===== src/rtl/spi_pkg.sv =====
// SPI master shared definitions: state codes,
// default data width and mode-0 polarity levels.
package spi_pkg;

  localparam int WIDTH_DEF = 8;

  localparam logic SCLK_IDLE = 1'b0;
  localparam logic CS_IDLE   = 1'b1;

  typedef logic [2:0] state_t;

  localparam state_t S_IDLE    = 3'd0;
  localparam state_t S_SETUP   = 3'd1;
  localparam state_t S_ADDR    = 3'd2;
  localparam state_t S_DATA    = 3'd3;
  localparam state_t S_HOLD    = 3'd4;
  localparam state_t S_RECOVER = 3'd5;

endpackage


===== src/rtl/spi_sclk_gen.sv =====
// Half-period timer and SCLK register with rise/fall
// strobes; counts only while the FSM enables it.
module spi_sclk_gen
  import spi_pkg::*;
#(
  parameter int HALF_PERIOD = 4
) (
  input  logic clk,
  input  logic reset_n,
  input  logic en,
  input  logic tog_en,
  output logic tick,
  output logic rise,
  output logic fall,
  output logic sclk
);

  localparam int CW = $clog2(HALF_PERIOD);
  localparam logic [CW-1:0] CMAX = CW'(HALF_PERIOD - 1);

  logic [CW-1:0] cnt_q, cnt_d;
  logic          sclk_q, sclk_d;

  assign tick = en && (cnt_q == CMAX);
  assign rise = tick && tog_en && (sclk_q == SCLK_IDLE);
  assign fall = tick && tog_en && (sclk_q != SCLK_IDLE);
  assign sclk = sclk_q;

  always_comb begin
    cnt_d  = cnt_q + CW'(1);
    sclk_d = sclk_q;
    if (!en) begin
      cnt_d  = '0;
      sclk_d = SCLK_IDLE;
    end else if (tick) begin
      cnt_d = '0;
      if (tog_en) sclk_d = !sclk_q;
    end
  end

  always_ff @(posedge clk or negedge reset_n) begin
    if (!reset_n) begin
      cnt_q  <= '0;
      sclk_q <= SCLK_IDLE;
    end else begin
      cnt_q  <= cnt_d;
      sclk_q <= sclk_d;
    end
  end

endmodule


===== src/rtl/spi_master.sv =====
// Mode-0 SPI master: address+R/W byte followed by
// one data byte, through a shared TX/RX shift register.
module spi_master
  import spi_pkg::*;
#(
  parameter int HALF_PERIOD = 4,
  parameter int WIDTH       = WIDTH_DEF
) (
  input  logic             clk,
  input  logic             reset_n,
  input  logic             start,
  input  logic             rw,
  input  logic [WIDTH-2:0] addr,
  input  logic [WIDTH-1:0] wdata,
  output logic [WIDTH-1:0] rdata,
  output logic             busy,
  output logic             done,
  output logic             sclk,
  output logic             cs_n,
  output logic             mosi,
  input  logic             miso
);

  localparam int BW = $clog2(WIDTH + 1);
  localparam logic [BW-1:0] BLAST = BW'(WIDTH - 1);
  localparam logic [BW-1:0] BEND  = BW'(WIDTH);

  state_t           state_q, state_d;
  logic [BW-1:0]    bit_q, bit_d;
  logic [WIDTH-1:0] sreg_q, sreg_d;
  logic [WIDTH-1:0] wdata_q, wdata_d;
  logic [WIDTH-1:0] rdata_q, rdata_d;
  logic             rw_q, rw_d;
  logic             miso_q, miso_d;
  logic             done_q, done_d;
  logic             tick, rise, fall;
  logic             gen_en, tog_en;
  logic             active, tx_en;

  assign gen_en = (state_q != S_IDLE);
  // After the last data fall, SCLK stays low into HOLD.
  assign tog_en = (state_q == S_SETUP) || (state_q == S_ADDR) ||
                  ((state_q == S_DATA) && (bit_q != BEND));

  spi_sclk_gen #(
    .HALF_PERIOD(HALF_PERIOD)
  ) u_sclk (
    .clk    (clk),
    .reset_n(reset_n),
    .en     (gen_en),
    .tog_en (tog_en),
    .tick   (tick),
    .rise   (rise),
    .fall   (fall),
    .sclk   (sclk)
  );

  assign active = (state_q == S_SETUP) || (state_q == S_ADDR) ||
                  (state_q == S_DATA)  || (state_q == S_HOLD);
  assign tx_en  = (state_q == S_SETUP) || (state_q == S_ADDR) ||
                  ((state_q == S_DATA) && !rw_q && (bit_q != BEND));

  assign cs_n  = active ? !CS_IDLE : CS_IDLE;
  assign mosi  = tx_en & sreg_q[WIDTH-1];
  assign busy  = (state_q != S_IDLE);
  assign done  = done_q;
  assign rdata = rdata_q;

  always_comb begin
    state_d = state_q;
    bit_d   = bit_q;
    sreg_d  = sreg_q;
    wdata_d = wdata_q;
    rdata_d = rdata_q;
    rw_d    = rw_q;
    miso_d  = miso_q;
    done_d  = 1'b0;
    if (rise) miso_d = miso;
    unique case (state_q)
      S_IDLE: begin
        if (start) begin
          state_d = S_SETUP;
          rw_d    = rw;
          wdata_d = wdata;
          sreg_d  = {addr, rw};
          bit_d   = '0;
        end
      end
      S_SETUP: begin
        if (tick) state_d = S_ADDR;
      end
      S_ADDR: begin
        if (fall) begin
          if (bit_q == BLAST) begin
            state_d = S_DATA;
            bit_d   = '0;
            sreg_d  = rw_q ? '0 : wdata_q;
          end else begin
            bit_d  = bit_q + BW'(1);
            sreg_d = {sreg_q[WIDTH-2:0], miso_q};
          end
        end
      end
      S_DATA: begin
        if (fall) begin
          bit_d  = bit_q + BW'(1);
          sreg_d = {sreg_q[WIDTH-2:0], miso_q};
        end
        if (tick && (bit_q == BEND)) state_d = S_HOLD;
      end
      S_HOLD: begin
        if (tick) begin
          state_d = S_RECOVER;
          done_d  = 1'b1;
          if (rw_q) rdata_d = sreg_q;
        end
      end
      S_RECOVER: begin
        if (tick) state_d = S_IDLE;
      end
      default: state_d = S_IDLE;
    endcase
  end

  always_ff @(posedge clk or negedge reset_n) begin
    if (!reset_n) begin
      state_q <= S_IDLE;
      bit_q   <= '0;
      sreg_q  <= '0;
      wdata_q <= '0;
      rdata_q <= '0;
      rw_q    <= 1'b0;
      miso_q  <= 1'b0;
      done_q  <= 1'b0;
    end else begin
      state_q <= state_d;
      bit_q   <= bit_d;
      sreg_q  <= sreg_d;
      wdata_q <= wdata_d;
      rdata_q <= rdata_d;
      rw_q    <= rw_d;
      miso_q  <= miso_d;
      done_q  <= done_d;
    end
  end

endmodule


===== config.mk =====
export PLATFORM = sky130hd
export DESIGN_NAME = spi_master
export DESIGN_NICKNAME = d
export VERILOG_FILES = /design/src/rtl/spi_pkg.sv /design/src/rtl/spi_sclk_gen.sv /design/src/rtl/spi_master.sv
export SDC_FILE = /design/constraint.sdc
export NUM_CORES = 1
export LEC_CHECK = 0
export ABC_AREA = 1
export CAP_MARGIN = 5
export CORE_ASPECT_RATIO = 2
export CORE_MARGIN = 5
export CORE_UTILIZATION = 45
export DETAILED_ROUTE_END_ITERATION = 10
export HOLD_SLACK_MARGIN = 0.08
export PLACE_DENSITY = 0.72
export SLEW_MARGIN = 20
export SYNTH_ARGS = -nofsm -noshare
export SYNTH_HDL_FRONTEND = slang
export SYNTH_SLANG_ARGS = --single-unit

===== constraint.sdc =====
create_clock -name clk -period 1.5 [get_ports clk]
set_clock_uncertainty 0.15 [all_clocks]
set_input_delay 0.45 -clock clk [delete_from_list [all_inputs] [get_ports clk]]
set_output_delay 0.45 -clock clk [all_outputs]
set_load 0.02 [all_outputs]

==> out/results.ini, run 1 <==
[outcome]
outcome = finished with violations
failed_checks = negative setup slack

[detailed_routing]
totalWireLength_um = 6310
antenna_left = 0
drtPass1Iterations = 5
drt-wirelength-per-cell_um = 16.4
vias_per_cell = 5.44
route.vias.total = 2095
route.detailed.drc = 0
first_iter_violations = 98

[sta]
rsz0062_at_grt = yes
setup_violations = 37
setup_slack_ps = -526
fmax_mhz = 494
hold_viol = 0
post-route-min-period_ps = 2030
fin_crit_sh_pct = 135
slew_headroom_pct = 77.8
maxSlewViolCount = 0
worstMarginPinSlew_ps = 332

[final_layout]
fin_util_pct = 72.4
final_cell_mix = nand2_1 (68), dfrtp_1 (35), buf_4 (35)
layout-drive-gt1-share_pct = 42.6
n_antenna_cell = 0
area_delta_synth_final_pct = 55.2
fin_area_sq_mm = 0.00314
final_common_cell = nand2_1
fin_nets = 353

[synth]
syn_inst = 245
syn_nets = 268
synth_cell_types = 26
ys_warn_count = 0
synth_area_per_cell_sq_um = 8.26
synth.area.top_cells = dfrtp_1 (46%), nand2_1 (14%), nand3_1 (9.2%)
synth_top_area_share_pct = 45.8
synth_seq_cells = 37
yosys.area.top_type = dfrtp_1
synth_area_sq_mm = 0.00202
yosysSeqAreaShare_pct = 45.8

[power]
power_density_mw_per_mm2 = 640
irDropWorstVdd_mv = 0.664
total_power_mw = 2.01
leakagePower_nw = 1.56

[worst_setup_path]
crit_fanout = 6
worstSetupPathType = flip-flop to flip-flop
arrival_ps = 2100
required_ps = 1570
worst_path_most_repeated_cell = nand2_1
cp-startpoint = bit_q[1]
critPathSlowestCell = dfrtp_1
critPathMaxStageDelay_ps = 370
crit_family = simple AND/OR/NAND/NOR gates
r2r_start = bit_q[1]
rr_worst_depth = 13
r2r_slack_ps = -530
critPathLaunchType = flip-flop
cp-end-kind = flip-flop
reg2reg_to = sreg_q[7]
critPathBufInv = 4
crit_chain = buf_4, buf_4, buf_6, ha_4, nand2_4, nor2_4, buf_12, nand3_1, o21ai_1, nand2_1, nand3_2, nand2_1, nand2_1

[placed_design]
gp_congestion = 0.744
io_buffers = 32
place_area_sq_mm = 0.00267
dp_hpwl_um = 3610

[die]
pin_count = 33
die_y_um = 105
die_width_um = 57.4
die_area_sq_mm = 0.00602
num_rows = 34
start_util_pct = 46.6
core-area_sq_mm = 0.00434

[hold_path]
hold_end = u_sclk.cnt_q[0]
min_delay_path_depth = 1
min_path_type = flip-flop to flip-flop
hp-start = u_sclk.cnt_q[0]

[global_routing]
grt_first_pass_wirelength_um = 9920
antenna_found_initial = 0
grt-ovfl-total = 0
grt_max_degree = 38
grt_use_total_pct = 21.2
grt_pass1_vias = 2160

[clock_network]
cts_tree = yes
cts_buffers = 5
clk_latency_ps = 280
cts.sinks = 37
clockBufferDepth = 2
h-tree-depth = 2
path_clk_slew_ps = 70
cts-root-buf = clkbuf_8

[flow_run]
max-cap-violations = 0

## metal layers
layer  up-vias  track usage [%]  wire [um]
met4         0             12.4        383
met1       979             21.3       2060
met5         -                0          0
met2       117             39.1       3480
met3        38             3.21        382
li1        961                -          -
## worst max-delay path by stage
stage,end,slack [ps],cells after the start
2_1_floorplan,mosi,-100,5
3_3_place_gp,mosi,-600,6
3_5_place_dp,mosi,-670,6
4_1_cts,mosi,-470,6
5_1_grt,sreg_q[7],-630,13
6_report,sreg_q[7],-530,13
## area by class of cell
type | instances | area, sq um
tap | 54 | 67.6
fill | 327 | 1200
sequential | 37 | 928
inverter | 24 | 92.6
timing repair buffer | 83 | 766
multi-input combinational | 179 | 1170
clock inverter | 1 | 30.0
clock buffer | 7 | 86.3
## flip-flops by register name, summed over array words and instances (netlist names)
register,cells
wdata_q,8
done,1
rw_q,1
u_sclk.cnt_q,2
rdata,8
bit_q,4
state_q,3
sreg_q,8
miso_q,1
u_sclk.sclk,1
## per-stage QoR
step,TNS [ps],setup slack [ps],std cells,hold slack (ps)
after floorplan,-541,-98.0,245,4.41
after global placement,-8640,-598,357,274
after detailed placement,-9700,-666,357,276
after CTS,-5710,-469,376,296
after global routing,-12900,-626,385,316
final,-10690,-526,385,299
## cells in the mapped netlist, drive strengths merged
library cell,count
nand2,85
nand3,38
dfrtp,37
inv,21
o21ai,18
nor2,16
mux2,8
buf,6
a21oi,4
clkinv,3
ha,3
nor3,2
clkbuf,1
nand4,1
xnor2,1
xor2,1
## cells by family after synthesis
| kind of cell | share of synthesized area [%] |
|---|---|
| AO/OA/AOI/OAI | 6.56 |
| XOR/XNOR | 0.866 |
| adder cells (fa/ha/maj) | 1.86 |
| buffers and inverters | 7.17 |
| flip-flops | 45.8 |
| multiplexers | 5.57 |
| AND/OR/NAND/NOR | 32.2 |
## timing repair
action	in CTS	in global routing
setup endpoints to repair	47	38
gates resized for setup	99	21
setup buffers	8	8
hold buffers	1	0
endpoints found under the hold margin	37	0
gates cloned	4	1
pin swaps	22	13
## power by group
group	internal [mW]	switching [mW]
Clock	0.542	0.340
Sequential	1.01	0.0101
Combinational	0.0628	0.0479
## worst register-to-register path: stages (launching register included)
cell and delay [ps]:
dfrtp_1 370, buf_4 120, buf_4 100, buf_6 100
ha_4 140, nand2_4 50, nor2_4 270, buf_12 160
nand3_1 80, o21ai_1 140, nand2_1 110, nand3_2 70
nand2_1 50, nand2_1 50
Note: power is estimated with default switching activity, not from simulation.
==> run 2: changes to the inputs <==
--- a/config.mk
+++ b/config.mk
@@ -9,10 +9,10 @@
 export CAP_MARGIN = 5
 export CORE_ASPECT_RATIO = 2
 export CORE_MARGIN = 5
-export CORE_UTILIZATION = 45
+export CORE_UTILIZATION = 41
 export DETAILED_ROUTE_END_ITERATION = 10
 export HOLD_SLACK_MARGIN = 0.08
-export PLACE_DENSITY = 0.72
+export PLACE_DENSITY = 0.66
 export SLEW_MARGIN = 20
 export SYNTH_ARGS = -nofsm -noshare
 export SYNTH_HDL_FRONTEND = slang
==> out/results.ini, run 2 (synthesis gave the netlist of run 1 again) <==
[detailed_routing]
drt-wirelength-per-cell_um = 14.0
antenna_left = 0
drtPass1Iterations = 4
route.vias.total = 1949
route.detailed.drc = 0
first_iter_violations = 51
totalWireLength_um = 5390
vias_per_cell = 5.06

[final_layout]
layout-drive-gt1-share_pct = 39.3
fillCellCount = 416
n_antenna_cell = 0
final_cell_mix = nand2_1 (72), dfrtp_1 (35), buf_4 (35)
final_common_cell = nand2_1
fin_area_sq_mm = 0.00301
area_delta_synth_final_pct = 49.0
fin_util_pct = 62.5
fin_nets = 350

[worst_setup_path]
r2r_start = state_q[2]
critPathLaunchType = flip-flop
reg2reg_to = bit_q[3]
arrival_ps = 1380
crit_fanout = 5
rr_worst_depth = 10
worstSetupPathType = flip-flop to output port
cp-startpoint = state_q[0]
endpoint = mosi
cp-end-kind = output port
required_ps = 900
r2r_slack_ps = -320

[clock_network]
h-tree-depth = 2
cts_buffers = 5
clockBufferDepth = 2
path_clk_slew_ps = 80
cts.sinks = 37
cts_tree = yes
cts-root-buf = clkbuf_8
clk_latency_ps = 300

[die]
core-area_sq_mm = 0.00482
die_area_sq_mm = 0.00652
pin_count = 33
die_width_um = 59.7
die_y_um = 109
start_util_pct = 42.0
num_rows = 36

[sta]
whs_ps = 292
rsz0062_at_grt = yes
slew_headroom_pct = 78.0
fin_crit_sh_pct = 132
setup_slack_ps = -484
worstMarginPinSlew_ps = 328
maxSlewViolCount = 0
setup_violations = 37
post-route-min-period_ps = 1980
hold_viol = 0
fmax_mhz = 504

[power]
irDropWorstVdd_mv = 0.662
p_int_mw = 1.39
power_frac_comb_pct = 6.0
p_sw_mw = 0.443
seq_power_share_pct = 55.5
swShare_pct = 24.2
leakagePower_nw = 1.52
pwr-share-clk_pct = 38.5
power_density_mw_per_mm2 = 608

[global_routing]
grt-ovfl-total = 0
grt_first_pass_wirelength_um = 8800
grt_max_degree = 38
grt_pass1_vias = 1944
grt_use_total_pct = 18.0
antenna_found_initial = 0

[hold_path]
min_delay_path_depth = 1
min_path_type = flip-flop to flip-flop

[outcome]
outcome = finished with violations
failed_checks = negative setup slack

[placed_design]
dp_hpwl_um = 3600
gp_congestion = 0.805
io_buffers = 32
place_area_sq_mm = 0.00267

[flow_run]
max-cap-violations = 0

==> run 2: cell count changes in the layout (fill, tap and decap cells not counted), moves of 2 or more <==
cell	change
nand2_4	-5
nand2_8	+2
nand2_1	+4
clkinv_2	+2
nand3_1	+2
o21ai_0	+6
nand2_2	-2
o21ai_1	-5
nand3_2	-2
nor2_4	-3
nor2_1	+2
==> run 2: worst min path at each step <==
stage                         start              end
floorplan                   reset_n         bit_q[0]
global route        u_sclk.cnt_q[0]  u_sclk.cnt_q[0]
CTS                 u_sclk.cnt_q[0]  u_sclk.cnt_q[0]
finish              u_sclk.cnt_q[0]  u_sclk.cnt_q[0]
global placement            reset_n      u_sclk.sclk
detailed placement          reset_n      u_sclk.sclk
==> run 2: metal layers <==
metal  global-route usage, %  share of wire, %  vias up
met1                    18.7                36      923
met3                    3.41               4.2       18
met5                       0                 0        -
met4                    10.9               4.5        0
met2                    31.8                55       54
li1                        -                 -      954
==> run 2: final cells by class <==
cell class              instances  area [sq um]  share of cell area, %
clock buffers                   5          68.8                   2.28
clock inverters                 3          17.5                  0.581
inverters                      24          92.6                   3.07
multi-input cells             178          1100                   36.7
flip-flops and latches         37           928                   30.8
well taps                      57          71.3                   2.37
repair buffers                 81           731                   24.2
==> run 2: critical path, stage by stage, from the launching register on <==
cell	delay (ps)
dfrtp_2	440
buf_4	140
nand3_2	110
nand2_4	80
o21ai_4	140
nor2_4	50
buf_6	120
==> run 2: power groups by stage <==
| stage | Sequential (mW) | Clock, mW | Combinational (mW) |
|---|---|---|---|
| floorplan | 1.03 | 0 | 0.0261 |
| global placement | 1.03 | 0 | 0.104 |
| detailed placement | 1.04 | 0 | 0.107 |
| CTS | 1.02 | 0.717 | 0.112 |
| global route | 1.02 | 0.753 | 0.123 |
| finish | 1.02 | 0.705 | 0.110 |
==> run 2: repair_timing <==
action,4_1_cts,5_1_grt
cloned,3,0
setup buffers,10,4
pin swaps,11,4
gates resized for setup,91,9
endpoints found under the hold margin,37,0
setup endpoints to repair,47,40
hold buffers,1,0
==> run 2: through the flow <==
step	std cells	total power, mW	worst slack [ps]	TNS (ps)
floorplan	245	1.06	-98.0	-541
global placement	360	1.14	-623	-8540
detailed placement	360	1.14	-637	-9340
CTS	381	1.84	-468	-7130
global route	385	1.89	-527	-11590
finish	385	1.83	-484	-8760
==> RTL change 1 (settings of run 2) <==
`HALF_PERIOD` is set to 4 in 2 places; all go to 8.
--- a/src/rtl/spi_sclk_gen.sv
+++ b/src/rtl/spi_sclk_gen.sv
@@ -3,7 +3,7 @@
 module spi_sclk_gen
   import spi_pkg::*;
 #(
-  parameter int HALF_PERIOD = 4
+  parameter int HALF_PERIOD = 8
 ) (
   input  logic clk,
   input  logic reset_n,
--- a/src/rtl/spi_master.sv
+++ b/src/rtl/spi_master.sv
@@ -3,7 +3,7 @@
 module spi_master
   import spi_pkg::*;
 #(
-  parameter int HALF_PERIOD = 4,
+  parameter int HALF_PERIOD = 8,
   parameter int WIDTH       = WIDTH_DEF
 ) (
   input  logic             clk,
Formal check against the unedited RTL: not equivalent (Yosys sat finds a counterexample within 10 cycles, from zero or initial values and one cycle with reset_n low).
==> RTL change 1 against run 2 <==
Area after synthesis shrank 4.4%; non-clock buffer count grew 2; critical path type unchanged; final area grew 7.3%; hold slack lost 6.7 ps; sequential cell count grew 1; fmax shrank 4.9%; count of clock-buffer cells in the layout is the same; routed wire length grew 4.5%; worst setup slack lost 100 ps; the run still ends with negative setup slack left; first-iteration DRC count grew 16%.
Power is left out: it rests on default switching activity, and per cell area and clock period it moved more than threefold.
==> RTL change 1: results (changes against run 2) <==
Status
The final reports fail on negative setup slack. The run finished, with violations left.

GRT
The pin count of the biggest net entering global routing is 39 (+2.6%). The global routing met2 resource utilization is 33.6% (+1.8 points). The first-pass GRT wire length is 8690 um (-1.2%). The via count of the first global-routing pass came to 1915 (-1.5%). The global-route total usage across every layer came to 18.5% (+0.56 points).

Synth
The unique cell type count in the Yosys netlist was 23 (-12%). Yosys attributes the largest share of cell area to sky130_fd_sc_hd__dfrtp_1 49%, sky130_fd_sc_hd__nand2_1 12%, sky130_fd_sc_hd__nand3_1 7.5%. The post-synthesis net count is 240 (-10%). Sorting the synthesized cells by how often they occur yields 63 x sky130_fd_sc_hd__nand2_1, 38 x sky130_fd_sc_hd__dfrtp_1, 29 x sky130_fd_sc_hd__nand3_1.

Layout
The share of layout cells above drive strength 1 is 49.0% (+9.7 points). The number of nets in the final layout was 327 (-6.6%). The number of fill cells was 324 (-22%).

Setup path
The highest net fanout along the worst path was 4 (-1). The worst endpoint data arrival time is 1490 ps (+110 ps). The setup slack on the worst flop-to-flop path is -430 ps (-110 ps). The endpoint of the most critical register-to-register path is sreg_q[7].

Route
The total wire length after detailed routing came to 5630 um (+4.5%). The detailed-route via count came to 1837 (-5.7%).

Place
The estimated wirelength of the detail-placed design is 3480 um (-3.4%). The last weighted congestion value of the routability-driven placer was 0.797 (-1.1%).

Timing
The minimum hold slack is 285 ps (-6.72 ps). The count of endpoints failing setup in the final report came to 37 (unchanged). The setup slack of the critical path after layout was -586 ps (-102 ps).
[RTL change 1: changes by cell type after synthesis, moves of 2 or more]
cell,change
sky130_fd_sc_hd__nand2_1,-15
sky130_fd_sc_hd__o21ai_0,-10
sky130_fd_sc_hd__mux2_2,+8
sky130_fd_sc_hd__nand3_1,-8
sky130_fd_sc_hd__nand4_1,+8
sky130_fd_sc_hd__o21ai_2,-6
sky130_fd_sc_hd__nor2_1,+5
sky130_fd_sc_hd__clkinv_1,-3
sky130_fd_sc_hd__nand2_2,-3
sky130_fd_sc_hd__nor2_4,-3
sky130_fd_sc_hd__inv_1,-2
sky130_fd_sc_hd__nor2_2,+2
sky130_fd_sc_hd__nor3_1,-2
[RTL change 1: critical path, delay by kind of cell, from the launching register on]
kind	cells	cell delay (ps)
buffers and inverters	3	310
and+or+nand+nor	4	430
DFF	1	460
[RTL change 1: logic make-up after synthesis]
logic type,after synthesis,synth area share (%)
XOR/XNOR,1,0.453
buffers and inverters,25,5.69
flip-flops,38,49.2
AO/OA/AOI/OAI,6,1.68
adder cells (fa/ha/maj),4,2.59
multiplexers,16,10.5
AND/OR/NAND/NOR,126,29.9
[RTL change 1: repair_timing]
item / in CTS / in global routing
pin swaps: 20 / 15
hold buffers: 1 / 0
resized for setup: 106 / 40
cloned: 3 / 0
endpoints found under the setup margin: 47 / 40
hold endpoints to repair: 38 / 0
buffers inserted: 14 / 8
[RTL change 1: routing by layer]
layer	vias to the layer above	part of all wire, %
met1	879	35
met2	55	57
met3	19	4.0
li1	884	-
met4	0	4.1
met5	-	0
[RTL change 1: area by class of cell]
| cell class | instances | area [sq um] | share of cell area, % |
|---|---|---|---|
| well taps | 55 | 68.8 | 2.13 |
| clock buffers | 5 | 68.8 | 2.13 |
| inverters | 20 | 82.6 | 2.55 |
| multi-input cells | 155 | 1190 | 36.8 |
| repair buffers | 83 | 802 | 24.8 |
| clock inverters | 3 | 68.8 | 2.13 |
| flip-flops and latches | 38 | 952 | 29.4 |
[RTL change 1: how the worst max path moves through the flow]
stage	endpoint	slack, ps
6_report	mosi	-590
5_1_grt	mosi	-640
4_1_cts	mosi	-540
3_5_place_dp	mosi	-740
3_3_place_gp	mosi	-710
2_1_floorplan	rdata[1]	-170
[RTL change 1: per-stage QoR]
| stage | util [%] | TNS (ps) | area (sq um) | instances |
|---|---|---|---|---|
| 2_1_floorplan | - | -2310 | 1980 | 216 |
| 3_3_place_gp | 57.5 | -9690 | 2650 | 334 |
| 4_1_cts | 66.6 | -12150 | 3060 | 356 |
| 6_report | 70.3 | -14010 | 3230 | 359 |
| 5_1_grt | 70.3 | -16200 | 3230 | 359 |
| 3_5_place_dp | 57.5 | -10660 | 2650 | 334 |
==> RTL change 2 (config.mk and constraints of run 2) <==
Without the edit above. Reset style: synchronous (`reset_n`), changed in 2 clocked blocks.
--- a/src/rtl/spi_sclk_gen.sv
+++ b/src/rtl/spi_sclk_gen.sv
@@ -38,7 +38,7 @@
     end
   end
 
-  always_ff @(posedge clk or negedge reset_n) begin
+  always_ff @(posedge clk) begin
     if (!reset_n) begin
       cnt_q  <= '0;
       sclk_q <= SCLK_IDLE;
--- a/src/rtl/spi_master.sv
+++ b/src/rtl/spi_master.sv
@@ -122,7 +122,7 @@
     endcase
   end
 
-  always_ff @(posedge clk or negedge reset_n) begin
+  always_ff @(posedge clk) begin
     if (!reset_n) begin
       state_q <= S_IDLE;
       bit_q   <= '0;
Function: differs if reset_n is asserted again (counterexample within 4 cycles, from zero or initial values and one cycle with reset_n low); with reset_n held inactive, the same outputs for 10 cycles.
==> RTL change 2 against run 2 <==
The flow still finishes with violations (negative setup slack); worst setup slack improved by 20 ps; area after synthesis decreased by 3.0%; critical path depth increased by 1; final area increased by 2.7%; sequential cell count unchanged; via count increased by 12%; global-route usage increased by 1.1 points; hold slack got worse by 12 ps; routed wire length increased by 10%; synthesized cell count increased by 11%; critical path type unchanged.
Power is left out: it rests on default switching activity, and per cell area and clock period it moved more than threefold.
==> RTL change 2: results (changes against run 2) <==
Timing
The count of endpoints failing setup in the final report was 30 (-19%). The setup TNS is -6490 ps (+2270 ps). The transition time of the tightest slew-check pin came to 325 ps (-2.29 ps).

The setup slack of the critical path after layout is -463 ps (+20.4 ps).

Route
The routed wire length on met2 is 3170 um (+7.2%). The total wire length after detailed routing was 5950 um (+10%). The average vias per placed instance is 5.17 (+2.2%). The wire length on met1 is 2250 um (+15%). The first-iteration detailed-routing DRC count was 52 (+2.0%).

The detailed-route via count is 2183 (+12%).

Clock tree
The total CTS buffers is 5 (unchanged). The total of cells resized after clock tree synthesis is 80 (-12%). The number of post-CTS setup repair buffers came to 15 (+5).

Synth
The share of flip-flops with an asynchronous set or reset was 0% (-100 points). The post-synthesis xor/xnor area fraction is 0.446% (-0.42 points). The post-synthesis net count was 295 (+10%). The unique cell type count in the Yosys netlist is 28 (+7.7%). The arithmetic-cell share of the synthesized area counting full adders, half adders and majority gates is 1.91% (+0.057 points). The post-synth design cell area is 1960 sq um (-3.0%). The sequential share of the synthesized area came to 37.7% (-8.0 points). After synthesis, the cell types taking the most area are sky130_fd_sc_hd__dfxtp_1 38%, sky130_fd_sc_hd__nand2_1 12%, sky130_fd_sc_hd__nand3_1 7.9%. Ranked by instance count, the synthesized netlist is headed by 62 x sky130_fd_sc_hd__nand2_1, 37 x sky130_fd_sc_hd__dfxtp_1, 31 x sky130_fd_sc_hd__nand3_1. The number of instances in the synthesized netlist is 272 (+11%).

Status
The final reports fail on negative setup slack. The flow ran to the end, but the final reports show violations.

GRT
The global-route total usage across every layer is 19.1% (+1.1 points). The via count of the first global-routing pass is 2135 (+9.8%). The global routing met2 resource utilization is 33.6% (+1.8 points).

The first-pass GRT wire length came to 9470 um (+7.6%). The routing usage on met3 is 2.28% (-1.1 points). The number of antenna violations at the first check in global routing is 0 (unchanged).

Place
The estimated wirelength of the detail-placed design is 3970 um (+10%). The last weighted congestion value of the routability-driven placer came to 0.959 (+19%). The post-detailed-placement cell area was 2680 sq um (+0.28%). The number of instances in the placed design was 392 (+8.9%).

Layout
The share of layout cells above drive strength 1 came to 41.1% (+1.8 points). The number of non-clock buffers is 99 (+22%). The sequential fraction of total cell area was 24.4% (-6.4 points). The number of fill cells is 390 (-6.3%). The multi-input gate share of total cell area is 38.8% (+2.2 points). The share of final layout cell area taken by clock buffers and inverters came to 3.68% (+0.81 points). The register cell area after layout is 754 sq um (-19%). The non-clock buffer contribution to total cell area is 26.8% (+2.6 points). The number of non-clock inverters is 30 (+25%).

Setup path
The worst endpoint data arrival time is 1360 ps (-20 ps). The highest net fanout along the worst path came to 4 (-1). The critical path starts at state_q[1]. The worst reg-to-reg path cell count is 12 (+2).

The setup slack on the worst flop-to-flop path came to -360 ps (-40 ps).

Worst hold path
The hold-critical path endpoint is u_sclk.cnt_q[0]. The startpoint of the worst hold path is u_sclk.cnt_q[0].
RTL change 2: cell count changes after synthesis, moves of 7 or more:
cell,delta
sky130_fd_sc_hd__a21oi_1,+20
sky130_fd_sc_hd__a21oi_2,+10
sky130_fd_sc_hd__nand3b_1,+7
sky130_fd_sc_hd__inv_1,+9
sky130_fd_sc_hd__dfrtp_1,-37
sky130_fd_sc_hd__dfxtp_1,+37
sky130_fd_sc_hd__nand2_1,-16
sky130_fd_sc_hd__nor2_1,+7
sky130_fd_sc_hd__nand4_1,+9
RTL change 2: critical path: stages (launching register included):
cell                      delay (ps)
sky130_fd_sc_hd__dfxtp_4         400
sky130_fd_sc_hd__inv_6            60
sky130_fd_sc_hd__nor2_4          130
sky130_fd_sc_hd__nand2_4          80
sky130_fd_sc_hd__nand3_4          80
sky130_fd_sc_hd__nand2_2          60
sky130_fd_sc_hd__a21oi_4         120
sky130_fd_sc_hd__buf_6           130
